`src/rtl/adder_operand_loader_pkg.sv`:
```
// Shared encodings for the adder operand loader.
// State codes match the adder datapath/controller.
package adder_operand_loader_pkg;

  localparam int DEF_WIDTH = 4;

  typedef enum logic [1:0] {
    COLLECT = 2'd0,
    ISSUE   = 2'd1,
    HOLD    = 2'd2
  } ld_state_e;

endpackage

```
`src/rtl/adder_hold_timer.sv`:
```
// Loadable down-counter that times the post-go hold window.
// done is high while the count sits at 1 (last hold cycle).
module adder_hold_timer #(
  parameter int W = 4
) (
  input  logic         clk,
  input  logic         rst,
  input  logic         load,
  input  logic [W-1:0] load_val,
  output logic         done
);

  logic [W-1:0] cnt_q;

  // load wins; otherwise count down and park at zero
  always_ff @(posedge clk or negedge rst) begin
    if (!rst) begin
      cnt_q <= '0;
    end else if (load) begin
      cnt_q <= load_val;
    end else if (cnt_q != '0) begin
      cnt_q <= cnt_q - W'(1);
    end
  end

  assign done = (cnt_q == W'(1));

endmodule

```
`src/rtl/adder_operand_loader.sv`:
```
// Assembles four nibble beats into A..D, pulses go,
// then blocks input for a fixed hold window.
module adder_operand_loader
  import adder_operand_loader_pkg::*;
#(
  parameter int WIDTH       = DEF_WIDTH,
  parameter int HOLD_CYCLES = 8,
  parameter int LAST_CHECK  = 1
) (
  input  logic             clk,
  input  logic             rst,
  input  logic [WIDTH-1:0] in_data,
  input  logic             in_valid,
  input  logic             in_last,
  output logic             in_ready,
  output logic [WIDTH-1:0] A,
  output logic [WIDTH-1:0] B,
  output logic [WIDTH-1:0] C,
  output logic [WIDTH-1:0] D,
  output logic             go,
  output logic             busy,
  output logic             err_frame,
  output logic [7:0]       sets_issued
);

  localparam int HW = $clog2(HOLD_CYCLES + 1);

  ld_state_e               state_q;
  ld_state_e               state_d;
  logic                    rdy_q;
  logic [1:0]              beat_q;
  logic [2:0][WIDTH-1:0]   shadow_q;
  logic                    accept;
  logic                    last_beat;
  logic                    frame_bad;
  logic                    commit;
  logic                    hold_done;

  assign in_ready  = rdy_q && (state_q == COLLECT);
  assign accept    = in_valid && in_ready;
  assign last_beat = (beat_q == 2'd3);
  assign frame_bad = (LAST_CHECK != 0) && (in_last != last_beat);
  assign commit    = accept && last_beat && !frame_bad;

  adder_hold_timer #(
    .W (HW)
  ) u_hold (
    .clk      (clk),
    .rst      (rst),
    .load     (state_q == ISSUE),
    .load_val (HW'(HOLD_CYCLES)),
    .done     (hold_done)
  );

  // state register
  always_ff @(posedge clk or negedge rst) begin
    if (!rst) begin
      state_q <= COLLECT;
    end else begin
      state_q <= state_d;
    end
  end

  // next-state and go/busy decode
  always_comb begin
    state_d = state_q;
    go      = 1'b0;
    busy    = 1'b0;
    unique case (state_q)
      COLLECT: begin
        if (commit) state_d = ISSUE;
      end
      ISSUE: begin
        go      = 1'b1;
        busy    = 1'b1;
        state_d = HOLD;
      end
      HOLD: begin
        busy = 1'b1;
        if (hold_done) state_d = COLLECT;
      end
      default: state_d = COLLECT;
    endcase
  end

  // beat capture, atomic commit, framing and set count
  always_ff @(posedge clk or negedge rst) begin
    if (!rst) begin
      rdy_q       <= 1'b0;
      beat_q      <= 2'd0;
      shadow_q    <= '0;
      A           <= '0;
      B           <= '0;
      C           <= '0;
      D           <= '0;
      err_frame   <= 1'b0;
      sets_issued <= 8'd0;
    end else begin
      rdy_q     <= 1'b1;
      err_frame <= accept && frame_bad;
      if (accept) begin
        if (frame_bad) begin
          beat_q   <= 2'd0;
          shadow_q <= '0;
        end else if (last_beat) begin
          A      <= shadow_q[0];
          B      <= shadow_q[1];
          C      <= shadow_q[2];
          D      <= in_data;
          beat_q <= 2'd0;
        end else begin
          shadow_q[beat_q] <= in_data;
          beat_q           <= beat_q + 2'd1;
        end
      end
      if (state_q == ISSUE) begin
        sets_issued <= sets_issued + 8'd1;
      end
    end
  end

endmodule

```
`config.mk`:
```
export PLATFORM = sky130hd
export DESIGN_NAME = adder_operand_loader
export DESIGN_NICKNAME = d
export VERILOG_FILES = /design/src/rtl/adder_operand_loader_pkg.sv /design/src/rtl/adder_hold_timer.sv /design/src/rtl/adder_operand_loader.sv
export SDC_FILE = /design/constraint.sdc
export NUM_CORES = 1
export LEC_CHECK = 0
export BUFFER_PORTS_ARGS = -buffer_cell sky130_fd_sc_hd__clkbuf_2
export CORE_MARGIN = 5
export CORE_UTILIZATION = 60
export DETAILED_ROUTE_END_ITERATION = 7
export PLACE_DENSITY = 0.81
export SLEW_MARGIN = 20
export SYNTH_ARGS = -nofsm -noshare
export SYNTH_HDL_FRONTEND = slang
export SYNTH_SLANG_ARGS = --single-unit
```
`constraint.sdc`:
```
create_clock -name clk -period 3.1 [get_ports clk]
set_input_delay 0.62 -clock clk [delete_from_list [all_inputs] [get_ports clk]]
set_output_delay 0.62 -clock clk [all_outputs]
set_load 0.03 [all_outputs]
```
# --- Word level (Yosys, flattened, before mapping) ---
# Index checks and enable logic that the tools add are counted.
op_classes:
  mul: 0
  muxes: 14
  n_bitwise: 1
  reduce_logical: 14
  n_lt_le_gt_ge: 2
  shift: 0
  n_addsub: 3
  n_eq_ne: 8
  div_mod_pow: 0
op_table:
  columns: ["operator", "count"]
  rows:
  - ["two-way mux 12 bit", 2]
  - ["bitwise mux 12 bit", 1]
  - ["two-way mux 4 bit", 3]
  - ["adder 8 x 1 -> 8 bit (second input constant)", 1]
  - ["demux 4 bit (select 2 bit)", 1]
  - ["two-way mux 2 bit", 4]
  - ["logical AND 1 bit", 6]
  - ["one-hot mux 2 bit (3 select lines)", 1]
  - ["equality test 2 bit (second input constant)", 2]
  - ["equality test 4 x 1 -> 1 bit (second input constant)", 1]
  - ["!= test 2 bit (second input constant)", 2]
  - ["AND reduction 2 bit", 2]
  - ["nonzero test 4 bit", 1]
  - ["subtractor 4 x 1 -> 4 bit (second input constant)", 1]
  - ["less-than comparator 2 x 3 -> 1 bit (second input constant)", 1]
  - ["AND reduction 3 bit", 1]
  - ["adder 2 x 1 -> 2 bit (second input constant)", 1]
  - ["equality test 2 x 1 -> 1 bit (second input constant)", 1]
  - [">= comparator 2 x 1 -> 1 bit (second input constant)", 1]
  - ["logical NOT 2 bit", 1]
  - ["two-way mux 1 bit", 2]
  - ["!= test 2 x 1 -> 1 bit (second input constant)", 1]
  - ["nonzero test 2 bit", 1]
  - ["OR reduction 2 bit", 1]
  - ["other kinds (3)", 3]
word_totals:
  latchBits: 0
  elab_cells: 55
  mem_count: 0
  regBits: 46
  mem_bits_ro: 0
  output_inout_bits: 28
  input_bits: 8
  ramBits: 0

# --- Logic depth before layout (Yosys ltp) ---
# Gate-level depths: netlist of run 1.
depth:
  depth_word: 7
  mapped_depth: 6
  mapped_depth_nobuf: 5

# --- Modules after synthesis ---
# From an unflattened synthesis of run 1, not the netlist that was laid out.
unflattened:
  cells_unflattened: 186
  hier_area_um2: 2215.9
by_module_without_submodules:
  columns: ["mod", "seq_area_each_um2", "area_per_inst_um2", "n_inst", "cells_each"]
  rows:
  - ["adder_operand_loader", 1051.0, 1950.6, 1, 162]
  - ["adder_hold_timer", 100.1, 265.3, 1, 24]

# --- Worst setup path before layout of run 1 ---
# OpenSTA, ideal clock, no wires.
synth_timing:
  path_kind: "flip-flop to flip-flop"
  start: "register beat_q[0]"
  end: "register A[0]"
  setup_time_ns: 0.125
  arrival_ns: 1.825
  period_less_slack_ns: 1.950
  slack_ns: 1.150
  n_path_buf: 1
  stages_incl_launch_ff: 6
  required_ns: 2.975
  cell_sequence: "dfrtp_1 -> ha_1 -> ha_1 -> nor3b_4 -> buf_12 -> mux2_4"
synth_between:
  elab_chain_cells: 4
synth_lines:
  columns: ["element", "line_no", "text"]
  rows:
  - ["start, declared", "adder_operand_loader.sv:31", "logic [1:0] beat_q;"]
  - ["start signal, assigned", "adder_operand_loader.sv:113", "beat_q <= beat_q + 2'd1;"]
  - ["equality test 2 bit *", "adder_operand_loader.sv:41", "assign last_beat = (beat_q == 2'd3);"]
  - ["!= test 1 bit", "adder_operand_loader.sv:42", "assign frame_bad = (LAST_CHECK != 0) && (in_last != last_beat);"]
  - ["inverter 1 bit (no line)", null, null]
  - ["AND reduction 3 bit (no line) *", null, null]
  - ["end signal, assigned", "adder_operand_loader.sv:106", "A <= shadow_q[0];"]
  - ["end, declared", "adder_operand_loader.sv:16", "output logic [WIDTH-1:0] A,"]
# Mark *: on every way between the ends. The rest lies on a longest branch, timed or not.
# A chain may end at the register's enable or synchronous reset.

# --- Worst setup path in the final report of run 1 ---
layout_timing:
  start: "register beat_q[0]"
  end: "register D[2]"
layout_between:
  elab_chain_cells: 4
layout_lines:
  columns: ["element", "line_no", "text"]
  rows:
  - ["equality test 2 bit *", "adder_operand_loader.sv:41", null]
  - ["!= test 1 bit", "adder_operand_loader.sv:42", null]
  - ["inverter 1 bit (no line)", null, null]
  - ["AND reduction 3 bit (no line) *", null, null]
  - ["end signal, assigned", "adder_operand_loader.sv:109", "D <= in_data;"]
  - ["end, declared", "adder_operand_loader.sv:19", "output logic [WIDTH-1:0] D,"]
# Marks and branches as above.

==> impl_metrics.toml, run 1 <==
[outcome]
run_status = "finished, final reports clean"

[finish]
postLayoutCoreUtil_pct = 70.0
number_of_antenna_cells_inserted = 0
final.fill_count = 263
post_route_cells_drive_above_1_share_pct = 31.7
finalInstanceArea_mm2 = 0.00252
area_of_the_multi_input_gates_um2 = 975
layout-area-overhead-vs-synth_pct = 15.3
register_area_mm2 = 0.00115
finish.net_count = 245

[logic_synthesis]
synth_top_cells_by_count = "sky130_fd_sc_hd__dfrtp_1 (46), sky130_fd_sc_hd__nand2_1 (21), sky130_fd_sc_hd__ha_1 (13), sky130_fd_sc_hd__nor2b_1 (11), sky130_fd_sc_hd__mux2_4 (10)"
yosys_warnings = 0
post_synth_inst_count = 184
synth_edf_count = 0
yosys_most_used_dff = "sky130_fd_sc_hd__dfrtp_1"
seq_area_frac_synth_pct = 52.6
yosys-top-cells-area = "sky130_fd_sc_hd__dfrtp_1 (53%), sky130_fd_sc_hd__ha_1 (7.4%), sky130_fd_sc_hd__mux2_4 (6.9%)"
syn_nets = 205
avgSynthCellArea_um2 = 11.9
synth_top_cell_area_share_pct = 52.6
ys_types = 34
synth_area_mm2 = 0.00219
ys_ff_latch = 46
async_set_reset_flop_share_out_of_synthesis_pct = 100
synth_most_common_cell = "sky130_fd_sc_hd__dfrtp_1"
synth_area_leader_cell = "sky130_fd_sc_hd__dfrtp_1"

[pwr]
total_power_w = 0.00250
power-per-cell-area_mw_per_mm2 = 990
power.static_leakage_nw = 1.27
ir_drop_v = 0.000613

[clock_network]
clock-root-buffer = "sky130_fd_sc_hd__clkbuf_8"
cts_hold_repair.buffers = 0
clock_path_buffers = 2
clock_tree.htree_level_count = 2
cts_tree = "done"
cts.clk_slew.worst_paths_ns = 0.08
post_cts_buffers = 0
cts-resized-gates = 0
cts.sinks = 46
clk_latency_worst_skew_pair_ns = 0.30
cts_made_buffers = 5

[global_routing]
grt_pass1_vias = 1414
pin_count_of_the_biggest_net_entering_global_routing = 31
grt_first_pass_wirelength_um = 6400
grt-ovfl-total = 0
grtUsageTotal_pct = 16.5
antenna_found_initial = 0

[die]
placement_rows = 22
die_width_um = 70.4
coreArea_mm2 = 0.00361
die_h_um = 70.4
ioPinCount = 36
start_util_pct = 60.7
die-area_mm2 = 0.00495

[detailed_routing]
totalWireLength_um = 3740
routed_via_density = 5.25
drcViolationCount = 0
detailedRoute.firstPassIterationCount = 4
avgRoutedWirePerCell_um = 13.8
ant_nets = 0
initialDrtViolationCount = 83
num_vias = 1429

[sta]
max_slew.worst_pin.slew_ns = 0.730
finalWorstSetupSlack_ns = 0.918
slew_limit_headroom_pct = 51.3
setup_tns_ns = 0
rsz_0062_raised_after_global_routing = "no"
finalSetupViolations = 0
finalClockSkew_ns = 0.00502
timing_max_transition_violations_final = 0
finalCritPeriodShare_pct = 70.4
fin_crit_ns = 2.18
fmax_mhz = 458
timing_hold_violations_final = 0

[setup_path]
crit_path_frequent_cell = "sky130_fd_sc_hd__ha_1"
data_arrival_time_of_the_critical_path_ns = 2.37
endpoint_class_of_the_critical_path = "register"
timing.critical_path.buf_inv = 1
critPathRequiredTime_ns = 3.29
worstSetupPathType = "reg2reg"
worst-path-max-fanout = 16
critical_path.startpoint_type = "register"
cell_at_the_slowest_stage_of_the_critical_path = "sky130_fd_sc_hd__ha_1"
worst_path_largest_cell_delay_ns = 0.47
crit_family = "adder cells"
crit_path_cell_trace = "ha_1 -> ha_1 -> nor3b_4 -> buf_4 -> mux2_2"

[run]
maxCapViolCount = 0

[placed_design]
detailedPlace.worstSlack_ns = 0.882
io_buffers = 35
placement_cell_area_mm2 = 0.00241
post-dp-hpwl_um = 2690
globalplace.congestion = 0.796

[worst_hold_path]
hold_crit_path_type = "in2async"
## power by group
group / internal (W) / total, W / switching (W)
clock network: 0.000258 / 0.000449 / 0.000191
logic: 0.000428 / 0.00105 / 0.000623
registers: 0.000820 / 0.000998 / 0.000177
## stage by stage
step                      std cells  hold slack, ns
after floorplan                 184           0.324
after global routing            272           0.421
after detailed placement        265           0.467
after global placement          265           0.458
after CTS                       272           0.385
final                           272           0.366
## layer usage
metal / part of all wire (%) / global-route usage (%) / vias up / routed length (µm)
met5: 0 / 0 / - / 0
met3: 4.6 / 5.18 / 7 / 171
met1: 44 / 21.0 / 682 / 1660
li1: - / - / 715 / -
met4: 1.7 / 6.38 / 0 / 65
met2: 49 / 26.3 / 25 / 1840
## sequential cells by signal, summed over array words and instances, names as in the netlist
| signal | count |
|---|---|
| D | 4 |
| u_hold.cnt_q | 4 |
| beat_q | 2 |
| A | 4 |
| B | 4 |
| rdy_q | 1 |
| sets_issued | 8 |
| shadow_q | 12 |
| C | 4 |
| state_q | 2 |
| err_frame | 1 |
## worst paths after layout
check | cells after the start | to | from | slack, ns
max | 5 | D[2] | beat_q[0] | 0.92
min | 1 | D[3] | rst | 0.37
max reg2reg | 5 | D[2] | beat_q[0] | 0.92
min in group clk | 1 | sets_issued[7] | sets_issued[7] | 0.49
max in group asynchronous | 2 | sets_issued[6] | rst | 2.12
min reg2reg | 1 | sets_issued[7] | sets_issued[7] | 0.49
## layout by cell type, fill, tap and decap left out, drive strengths merged
cell type and n:
nand4b 2, conb 1, a21o 1, a31oi 8, xor2 3, or3b 2, mux2 19, a21oi 1
a22oi 1, dfrtp 46, inv 7, nor3 2, a211o 1, a211oi 1, or3 1, ha 13
bufinv 1, nor4 1, and2 1, nand3 9, nand4 3, buf 3, and3 1, nor2 6
nand2 21, nand2b 1, and4b 1, xnor2 5, clkbuf 41, o21ai 9, nor3b 1, nor2b 11
## worst reg2reg max path: cells and delay by family (launching register included)
family | cells | cell delay [ns]
fa+ha+maj | 2 | 0.74
mux | 1 | 0.38
simple gates | 1 | 0.23
buf+inv | 1 | 0.30
flops | 1 | 0.43
## cell families (layout without fill, tap and decap cells)
family | after synthesis | in the layout | share of synthesized area (%)
AND/OR/NAND/NOR | 63 | 63 | 16.2
flip-flops | 46 | 46 | 52.6
AO/OA/AOI/OAI | 22 | 22 | 6.06
multiplexers | 19 | 19 | 11.5
adder cells (fa/ha/maj) | 13 | 13 | 7.43
buffers and inverters | 12 | 52 | 2.86
XOR/XNOR | 8 | 8 | 3.20
other | 1 | 1 | 0.171
## cell type report
| type | count | area share (%) |
|---|---|---|
| multi-input cells | 126 | 38.6 |
| well taps | 48 | 2.38 |
| repair buffers | 38 | 7.84 |
| flip-flops and latches | 46 | 45.6 |
| clock inverters | 1 | 1.19 |
| inverters | 7 | 1.04 |
| clock buffers | 6 | 3.27 |
Note: power is estimated with default switching activity, not from simulation.
==> run 2: changes to the inputs <==
--- a/config.mk
+++ b/config.mk
@@ -7,9 +7,9 @@
 export LEC_CHECK = 0
 export BUFFER_PORTS_ARGS = -buffer_cell sky130_fd_sc_hd__clkbuf_2
 export CORE_MARGIN = 5
-export CORE_UTILIZATION = 60
+export CORE_UTILIZATION = 50
 export DETAILED_ROUTE_END_ITERATION = 7
-export PLACE_DENSITY = 0.81
+export PLACE_DENSITY = 0.72
 export SLEW_MARGIN = 20
 export SYNTH_ARGS = -nofsm -noshare
 export SYNTH_HDL_FRONTEND = slang
==> constraint.sdc (replaced) <==
create_clock -name clk -period 1.9 [get_ports clk]
set_input_delay 0.38 -clock clk [delete_from_list [all_inputs] [get_ports clk]]
set_output_delay 0.38 -clock clk [all_outputs]
set_load 0.03 [all_outputs]
==> run 2 against run 1 <==
Cell count up 3.7%. Final area increased by 2.4%. Sequential power up 64%. Die area grew 17%. Non-clock buffer count up 5. Global-route usage shrank 2.3 points. Total power rose by 63%. Combinational power grew 75%. Wire length is 5.8% higher.
==> impl_metrics.toml, run 2 (synthesis gave the netlist of run 1 again) <==
[sta]
finalSetupViolations = 0
finalCritPeriodShare_pct = 95.9
timing_hold_violations_final = 0
hold_worst_slack_ns = 0.156
max_slew.worst_pin.slew_ns = 0.568
rsz_0062_raised_after_global_routing = "yes"
slew_limit_headroom_pct = 62.1
fin_crit_ns = 1.82
finalClockSkew_ns = 0.0109
timing_max_transition_violations_final = 0
fmax_mhz = 549

[setup_path]
crit_path_cell_trace = "inv_1 -> ha_4 -> buf_4 -> and2_2 -> clkbuf_4"
origin_of_the_worst_setup_path = "state_q[0]"
worst-path-max-fanout = 4
crit_path_end = "in_ready"
critPathRequiredTime_ns = 1.52
data_arrival_time_of_the_critical_path_ns = 1.44
worstSetupPathType = "reg2out"
worst_path_largest_cell_delay_ns = 0.38
regToRegSetupSlack_ns = 0.11
worstReg2RegEnd = "state_q[0]"
reg2regPathDepth = 5
reg2reg_from = "beat_q[1]"
cell_at_the_slowest_stage_of_the_critical_path = "sky130_fd_sc_hd__dfrtp_1"
endpoint_class_of_the_critical_path = "output port"
critical_path.startpoint_type = "register"

[worst_hold_path]
hold_crit_path_type = "in2async"

[clock_network]
cts.clk_slew.worst_paths_ns = 0.09
clock_path_buffers = 2
clk_latency_worst_skew_pair_ns = 0.30
cts.sinks = 46
clock-root-buffer = "sky130_fd_sc_hd__clkbuf_8"
clock_tree.htree_level_count = 2
cts_tree = "done"
cts_hold_repair.buffers = 0
cts_made_buffers = 5

[placed_design]
io_buffers = 35
post-dp-hpwl_um = 2790
placement_cell_area_mm2 = 0.00248
globalplace.congestion = 0.746

[global_routing]
grtUsageTotal_pct = 14.2
grt_pass1_vias = 1478
pin_count_of_the_biggest_net_entering_global_routing = 47
antenna_found_initial = 0
grt_first_pass_wirelength_um = 6820
grt-ovfl-total = 0

[finish]
finalInstanceArea_mm2 = 0.00258
largest_reg_by_ff_count = "shadow_q"
reg_top3 = "shadow_q (12), sets_issued (8)"
final_cell_mix = "sky130_fd_sc_hd__dfrtp_1 (46), sky130_fd_sc_hd__clkbuf_2 (34), sky130_fd_sc_hd__nand2_1 (21)"
finish.net_count = 250
number_of_antenna_cells_inserted = 0
largest_reg_flops = 12
layout-area-overhead-vs-synth_pct = 18.0
post_route_cells_drive_above_1_share_pct = 34.8
most_common_cell_after_layout_fill_and_taps_aside = "sky130_fd_sc_hd__dfrtp_1"

[detailed_routing]
ant_nets = 0
totalWireLength_um = 3960
routed_via_density = 5.18
num_vias = 1460
initialDrtViolationCount = 60
avgRoutedWirePerCell_um = 14.0
detailedRoute.firstPassIterationCount = 4
drcViolationCount = 0

[pwr]
ir_drop_v = 0.00119
power.static_leakage_nw = 1.29
power-per-cell-area_mw_per_mm2 = 1580

[die]
die-area_mm2 = 0.00580
die_h_um = 76.2
start_util_pct = 51.0
die_width_um = 76.2
placement_rows = 24
ioPinCount = 36
coreArea_mm2 = 0.00429

[run]
maxCapViolCount = 0

[outcome]
run_status = "finished, final reports clean"
run 2: routing by layer:
layer / share of wire (%) / track usage [%] / vias up / wire length [µm]
met2: 49 / 23.1 / 30 / 1940
met1: 46 / 18.5 / 704 / 1820
met3: 4.3 / 3.90 / 4 / 172
met5: 0 / 0 / - / 0
li1: - / - / 722 / -
met4: 0.68 / 4.20 / 0 / 27
run 2: power breakdown:
group	switching (W)	leakage, nW	internal, W	total [W]
Clock	0.000326	0.0441	0.000258	0.000584
Combinational	0.00106	0.672	0.000783	0.00184
Sequential	0.000296	0.570	0.00135	0.00164
run 2: how the worst min path moves through the flow:
stage                     endpoint  slack [ns]  cells past startpoint
floorplan                     A[0]        0.08                      0
global placement    sets_issued[7]        0.46                      1
detailed placement  sets_issued[7]        0.46                      1
CTS                           B[2]        0.18                      2
global route          shadow_q[11]        0.20                      2
finish                       rdy_q        0.16                      2
run 2: final cells by class:
type / count / area [µm²]
clock buffer: 5 / 68.8
timing repair buffer: 43 / 250
multi-input combinational: 126 / 1000
sequential: 46 / 1150
clock inverter: 3 / 21.3
tap: 52 / 65.1
inverter: 7 / 26.3
fill: 364 / 1710
run 2: metrics by stage:
stage          std cells  power [W]  TNS, ns  util (%)  worst slack [ns]
6_report             282    0.00407        0      60.1            0.0787
5_1_grt              282    0.00439  -0.0164      60.1          -0.00763
4_1_cts              282    0.00410        0      59.8            0.0158
3_5_place_dp         274    0.00349        0      57.7             0.120
3_3_place_gp         274    0.00342        0      57.7             0.140
2_1_floorplan        184    0.00295        0         -            0.0266
run 2: repair_timing:
action                                  in CTS  in global routing
gates cloned                                 0                  0
buffers inserted                             0                  0
gates resized for setup                      1                  4
endpoints found under the setup margin       1                  3
run 2: critical path: cells and delay by family (launching register included):
family / cells / cell delay, ns
buffers and inverters: 3 / 0.41
DFF: 1 / 0.38
adders and majority gates: 1 / 0.18
and+or+nand+nor: 1 / 0.18
